[src/rtl/instr_fetch_unit_if.sv]
// instr_fetch_unit_if: instruction-memory and decoder handshake bundle for the fetch stage
interface instr_fetch_unit_if #(
  parameter int PC_WIDTH    = 8,
  parameter int INSTR_WIDTH = 16
);
  logic                   imem_req;
  logic [PC_WIDTH-1:0]    imem_addr;
  logic                   imem_ack;
  logic [INSTR_WIDTH-1:0] imem_rdata;
  logic                   instr_valid;
  logic [INSTR_WIDTH-1:0] instruction;
  logic [PC_WIDTH-1:0]    instr_pc;
  logic                   instr_ready;
  logic                   jmp;
  logic [7:0]             jmp_addr;
  logic                   br_taken;
  logic [5:0]             br_imm;
  modport master (
    output imem_req, imem_addr, instr_valid, instruction, instr_pc,
    input  imem_ack, imem_rdata, instr_ready, jmp, jmp_addr, br_taken, br_imm
  );
  modport slave (
    input  imem_req, imem_addr, instr_valid, instruction, instr_pc,
    output imem_ack, imem_rdata, instr_ready, jmp, jmp_addr, br_taken, br_imm
  );
endinterface

[src/rtl/instr_fetch_unit.sv]
// instr_fetch_unit: PC, req/ack fetch, word buffer, jump/branch redirect; FETCH_PREFETCH_EN selects a 2-entry buffer
module instr_fetch_unit #(
  parameter int                  PC_WIDTH    = 8,
  parameter int                  INSTR_WIDTH = 16,
  parameter logic [PC_WIDTH-1:0] RESET_PC    = '0
) (
  input logic                 clk,
  input logic                 rst,
  instr_fetch_unit_if.master  f
);
`ifdef FETCH_PREFETCH_EN
  localparam logic [1:0] DEPTH = 2'd2;
`else
  localparam logic [1:0] DEPTH = 2'd1;
`endif
  typedef enum logic [1:0] {IDLE, REQ, DROP} state_t;
  typedef struct packed {
    logic [INSTR_WIDTH-1:0] data;
    logic [PC_WIDTH-1:0]    pc;
  } entry_t;
  state_t              state, state_n;
  entry_t              mem [2];
  logic [1:0]          cnt, cnt_pop;
  logic [PC_WIDTH-1:0] fetch_pc, fetch_pc_n, addr, target;
  logic                accept, redir, busy, push;
  assign f.instr_valid = cnt != 2'd0;
  assign f.instruction = mem[0].data;
  assign f.instr_pc    = mem[0].pc;
  assign f.imem_req    = busy;
  assign f.imem_addr   = addr;
  assign busy    = state != IDLE;
  assign accept  = f.instr_valid & f.instr_ready;
  assign redir   = accept & (f.jmp | f.br_taken);
  assign push    = state == REQ & f.imem_ack & ~redir;
  assign cnt_pop = cnt - {1'b0, accept};
  assign target  = f.jmp ? PC_WIDTH'(f.jmp_addr)
                         : f.instr_pc + PC_WIDTH'(1) + PC_WIDTH'(signed'(f.br_imm));
  // A slot is always reserved before a request goes out, so an ack can always be stored
  always_comb begin
    state_n    = state;
    fetch_pc_n = fetch_pc;
    if (redir) begin
      fetch_pc_n = target;
      state_n    = (busy && !f.imem_ack) ? DROP : REQ;
    end else if (state == IDLE) begin
      state_n = cnt_pop < DEPTH ? REQ : IDLE;
    end else if (f.imem_ack) begin
      state_n    = (state == DROP || cnt_pop + 2'd1 < DEPTH) ? REQ : IDLE;
      fetch_pc_n = state == REQ ? fetch_pc + PC_WIDTH'(1) : fetch_pc;
    end
  end
  always_ff @(posedge clk or negedge rst) begin
    if (!rst) begin
      state    <= IDLE;
      fetch_pc <= RESET_PC;
      addr     <= RESET_PC;
      cnt      <= 2'd0;
      mem      <= '{default: '0};
    end else begin
      state    <= state_n;
      fetch_pc <= fetch_pc_n;
      addr     <= state_n == DROP ? addr : fetch_pc_n;
      cnt      <= redir ? 2'd0 : cnt_pop + {1'b0, push};
      if (accept) mem[0] <= mem[1];
      if (push) mem[cnt_pop[0]] <= '{data: f.imem_rdata, pc: addr};
    end
  end
endmodule

[src/flat_wrapper.sv]
// flat-port wrapper written by rule: the top's interface ports become plain ports
module instr_fetch_unit_flat 
#(
  parameter int                  PC_WIDTH    = 8,
  parameter int                  INSTR_WIDTH = 16,
  parameter logic [PC_WIDTH-1:0] RESET_PC    = '0
)
  (clk, rst, f_imem_req, f_imem_addr, f_instr_valid, f_instruction, f_instr_pc, f_imem_ack, f_imem_rdata, f_instr_ready, f_jmp, f_jmp_addr, f_br_taken, f_br_imm);
  instr_fetch_unit_if #(.PC_WIDTH(PC_WIDTH), .INSTR_WIDTH(INSTR_WIDTH)) f_i ();
  input logic clk;
  input logic rst;
  output wire logic [$bits(f_i.imem_req)-1:0] f_imem_req;
  output wire logic [$bits(f_i.imem_addr)-1:0] f_imem_addr;
  output wire logic [$bits(f_i.instr_valid)-1:0] f_instr_valid;
  output wire logic [$bits(f_i.instruction)-1:0] f_instruction;
  output wire logic [$bits(f_i.instr_pc)-1:0] f_instr_pc;
  input wire logic [$bits(f_i.imem_ack)-1:0] f_imem_ack;
  input wire logic [$bits(f_i.imem_rdata)-1:0] f_imem_rdata;
  input wire logic [$bits(f_i.instr_ready)-1:0] f_instr_ready;
  input wire logic [$bits(f_i.jmp)-1:0] f_jmp;
  input wire logic [$bits(f_i.jmp_addr)-1:0] f_jmp_addr;
  input wire logic [$bits(f_i.br_taken)-1:0] f_br_taken;
  input wire logic [$bits(f_i.br_imm)-1:0] f_br_imm;
  assign f_imem_req = f_i.imem_req;
  assign f_imem_addr = f_i.imem_addr;
  assign f_instr_valid = f_i.instr_valid;
  assign f_instruction = f_i.instruction;
  assign f_instr_pc = f_i.instr_pc;
  assign f_i.imem_ack = f_imem_ack;
  assign f_i.imem_rdata = f_imem_rdata;
  assign f_i.instr_ready = f_instr_ready;
  assign f_i.jmp = f_jmp;
  assign f_i.jmp_addr = f_jmp_addr;
  assign f_i.br_taken = f_br_taken;
  assign f_i.br_imm = f_br_imm;
  instr_fetch_unit #(.PC_WIDTH(PC_WIDTH), .INSTR_WIDTH(INSTR_WIDTH), .RESET_PC(RESET_PC)) u_core (.clk(clk), .rst(rst), .f(f_i));
endmodule
[config.mk]
export PLATFORM = sky130hd
export DESIGN_NAME = instr_fetch_unit_flat
export DESIGN_NICKNAME = d
export VERILOG_FILES = /design/src/rtl/instr_fetch_unit_if.sv /design/src/rtl/instr_fetch_unit.sv /design/src/flat_wrapper.sv
export SDC_FILE = /design/constraint.sdc
export NUM_CORES = 1
export LEC_CHECK = 0
export CORE_MARGIN = 2
export CORE_UTILIZATION = 56
export CTS_CLUSTER_SIZE = 30
export DETAILED_ROUTE_END_ITERATION = 8
export PLACE_DENSITY = 0.85
export REMOVE_ABC_BUFFERS = 1
export SLEW_MARGIN = 20
export SYNTH_ARGS = -nofsm -noshare
export SYNTH_HDL_FRONTEND = slang
export SYNTH_SLANG_ARGS = --single-unit
[constraint.sdc]
create_clock -name clk -period 5.84 [get_ports clk]
set_input_delay 0.876 -clock clk [delete_from_list [all_inputs] [get_ports clk]]
set_output_delay 0.876 -clock clk [all_outputs]
set_load 0.01 [all_outputs]
# Word level (Yosys, flattened, before mapping)
# Index checks and enable logic that the tools add are counted.
# W data, S select, Z words.
# op_classes
eq_ne	3
bitwise_logic	7
n_addsub	6
mux	17
n_lt_le_gt_ge	4
n_reduce_logical	7
# ops
cell	n
$bwmux W48	1
$mux W24	2
$mux W48	1
$mux W8	5
$demux W24 S1	1
$add A8 B1 Y8 const B	2
$mux W2	5
$add A8 B8 Y8	1
$lt A2 B1 Y1 const B	3
$and A1 B1 Y1	4
$eq A2 B2 Y1 const B	2
$reduce_bool A2 Y1	2
$add A2 B1 Y2	1
$add A2 B1 Y2 const B	1
$eq A2 B1 Y1 const B	1
$ge A2 B2 Y1 const B	1
$logic_and A1 B1 Y1	2
$logic_not A2 Y1	1
$mux W1	2
$not A1 Y2	1
$sub A2 B1 Y2	1
$logic_not A1 Y1	1
$logic_or A1 B1 Y1	1
$not A1 Y1	1
$or A1 B1 Y1	1
# totals
ff_bits	68
wordCells	52
output_inout_bits	34
input_bits	36

# Longest topological paths before layout
# logic_depth
ltp_word	11
mapped_depth	12

# Least setup slack after synthesis
# OpenSTA, ideal clock, no wires.
# synth_timing
kind	input to register
startpoint	in f_instr_ready
endpoint	reg (tool-made name)
stages	10
slack_ps	2961
required_ps	5715
t_arrival_ps	2754
cell_sequence	nand2_4 inv_2 buf_4 buf_2 ha_1 inv_1 ha_1 clkbuf_1 buf_1 mux2_2
# synth_lines
item	line	source
from (decl)	flat_wrapper.sv:19	input wire logic [$bits(f_i.instr_ready)-1:0] f_instr_ready;

==> results_dict.tcl <==
set metrics [dict create \
    ctsResizeCount 0 \
    detail_route.wirelength_um 7730 \
    yosys_warnings 0 \
    leakagePower_nw 1.927 \
    drt_iter0_markers 213 \
    start_kind "primary input" \
    finalSetupViolations 0 \
    first_pass_iters 4 \
    dieArea_um2 7104 \
    arrival_ns 3.57 \
    ys_seq_area_frac 0.4714 \
    syn_area_um2 3610 \
    netlist_top_cells_count "dfrtp_1, nand2_1, nor2_1" \
    clock_latency_ns 0.34 \
    vias_per_cell 5.730 \
    rsz0062_at_grt "false" \
    fin_crit_sh 0.5738 \
    hold_class "flop to flop" \
    fin_ws_ns 2.489 \
    grt_overflow 0 \
    grt_max_degree 69 \
    multiInputGateArea_um2 1613 \
    clk_path_buf_depth 2 \
    power.density_nw_per_um2 566.2 \
    syn_to_final_growth_pct 20.69 \
    fin_setup_tns_ns 0 \
    critPathMaxFanout 32 \
    crit_type "primary input to flop" \
    crit_required_ns 6.06 \
    cts_htree_levels 3 \
    cap_violations 0 \
    gp_congestion 0.8040 \
    max_slew_margin 0.4429 \
    synth_area_per_cell_um2 10.17 \
    n_antenna_cell 0 \
    ys_top_cells_by_area "dfrtp_1, mux2_2, nand2_1" \
    post_cts_buffers 0 \
    nets 443 \
    path_clk_slew_ns 0.07 \
    cts_hold_buf 0 \
    pre_cts_ws_ns 1.762 \
    antenna_found_initial 0 \
    yosysUniqueCellTypes 47 \
    synthFlopType "dfrtp_1" \
    slew_viol_final 0 \
    yosysMostFrequentCell "dfrtp_1" \
    track_usage 0.2368 \
    worst_pin_slew_ns 0.8356 \
    drive_gt1_frac 0.1575 \
    drc 0 \
    holdPathStages 1 \
    grt_pass1_vias 2750 \
    cts_tree "yes" \
    yosys.area.top_type "dfrtp_1" \
    ir_drop_uv 309.3 \
    end_kind "flop" \
    wl_per_cell_um 16.21 \
    cts_inserted_buffers 9 \
    finalHoldViolations 0 \
    netlist_instances 355 \
    fp.dieW_um 84.29 \
    async_reset_ff_frac 1.000 \
    register_area_um2 1702 \
    cts_sinks 68 \
    layout_min_cycle_time_ns 3.351 \
    io_buffer_count 69 \
    rrSetupSlack_ns 2.98 \
    vias 2733 \
    r2r_start "u_core.cnt[0]$_DFF_PN0_" \
    grt_first_pass_wirelength_um 13320 \
    hpwl_um 5071 \
    initial_core_util 0.5750 \
    nFillCells 464 \
    ys_ff_latch 68 \
    die-height_um 84.29 \
    ant_nets 0 \
    status "finished, final reports clean" \
    synth_edf_count 0 \
    root_buffer "clkbuf_8" \
    rows 29 \
    max_freq_ghz 0.2984 \
    worstRegToRegCells 7 \
    core_area_um2 6277 \
    finalClockSkew_ns 0.01054 \
    netlist.area_leader.share 0.4714 \
    ioPinCount 70 \
]
-- metal layers --
layer	GRT usage	wire length (um)	vias to the layer above
li1	-	-	1288
met1	0.3091	3382	1335
met2	0.3802	3752	96
met3	0.06195	463	14
met4	0.09238	132	0
met5	0	0	-
-- layout by cell type (no fill, tap or decap), types with 2 or more instances in the layout --
cell type,n
o22ai_1,3
clkdlybuf4s50_1,68
o21ai_0,3
mux2_2,24
a211oi_1,3
a22oi_2,2
mux2i_1,4
dfrtp_1,68
o21a_1,3
mux2_4,6
bufinv_16,2
a31oi_1,26
xnor2_1,4
clkbuf_8,10
xor2_1,5
inv_1,7
nor2_1,41
a21oi_1,11
ha_1,9
nand2_1,57
nor2b_1,4
nor3_1,3
a211o_1,2
and3_1,4
o31a_1,2
or2_2,3
buf_4,2
-- per-stage QoR --
step | power [mW] | utilization | hold slack [ns] | cell area (um^2) | std cells
4_1_cts | 2.476 | 0.6936 | 0.5124 | 4354 | 477
3_5_place_dp | 2.028 | 0.6594 | 0.4953 | 4139 | 462
5_1_grt | 2.642 | 0.6940 | 0.5246 | 4357 | 477
6_report | 2.467 | 0.6940 | 0.5095 | 4357 | 477
2_1_floorplan | 1.577 | - | 0.4806 | 3342 | 314
3_3_place_gp | 1.986 | 0.6594 | 0.4898 | 4139 | 462
-- final cells by class --
cell class / count / share of cell area
Tap cell: 77 / 0.02211
Clock inverter: 4 / 0.01694
Clock buffer: 11 / 0.03245
Sequential cell: 68 / 0.3906
Multi-Input combinational cell: 238 / 0.3702
Timing Repair Buffer: 71 / 0.1608
Inverter: 8 / 0.006893
-- worst max path at each step --
stage	from	to	slack, ns	cells after the start
after floorplan	f_instr_ready	flop	2.95	6
after global placement	f_instr_ready	flop	1.88	7
after detailed placement	f_instr_ready	flop	1.76	7
after CTS	f_instr_ready	flop	2.12	7
after global routing	f_instr_ready	flop	2.36	7
final	f_instr_ready	flop	2.49	7
-- report_power, final --
group | switching (mW) | total [mW] | internal [mW] | leakage (nW)
clock network | 0.173 | 0.423 | 0.250 | 0.109
logic | 0.538 | 1.15 | 0.611 | 1.01
registers | 0.180 | 0.894 | 0.715 | 0.811
total | 0.891 | 2.47 | 1.58 | 1.93
-- critical path, stage by stage --
cell	delay, ns
clkdlybuf4s50_1	0.53
nand2_4	0.21
inv_2	0.49
ha_1	0.38
inv_1	0.08
ha_2	0.58
mux2_2	0.42
-- cells by family after synthesis --
logic type                 share of synthesized area
and+or+nand+nor                               0.1484
DFF                                           0.4714
AOI/OAI and AO/OA                             0.1248
buffers and inverters                        0.08249
muxes                                         0.1109
adders and majority gates                    0.04021
xor gates and xnor gates                     0.02184
No activity file was read; power rests on OpenSTA's default activity.
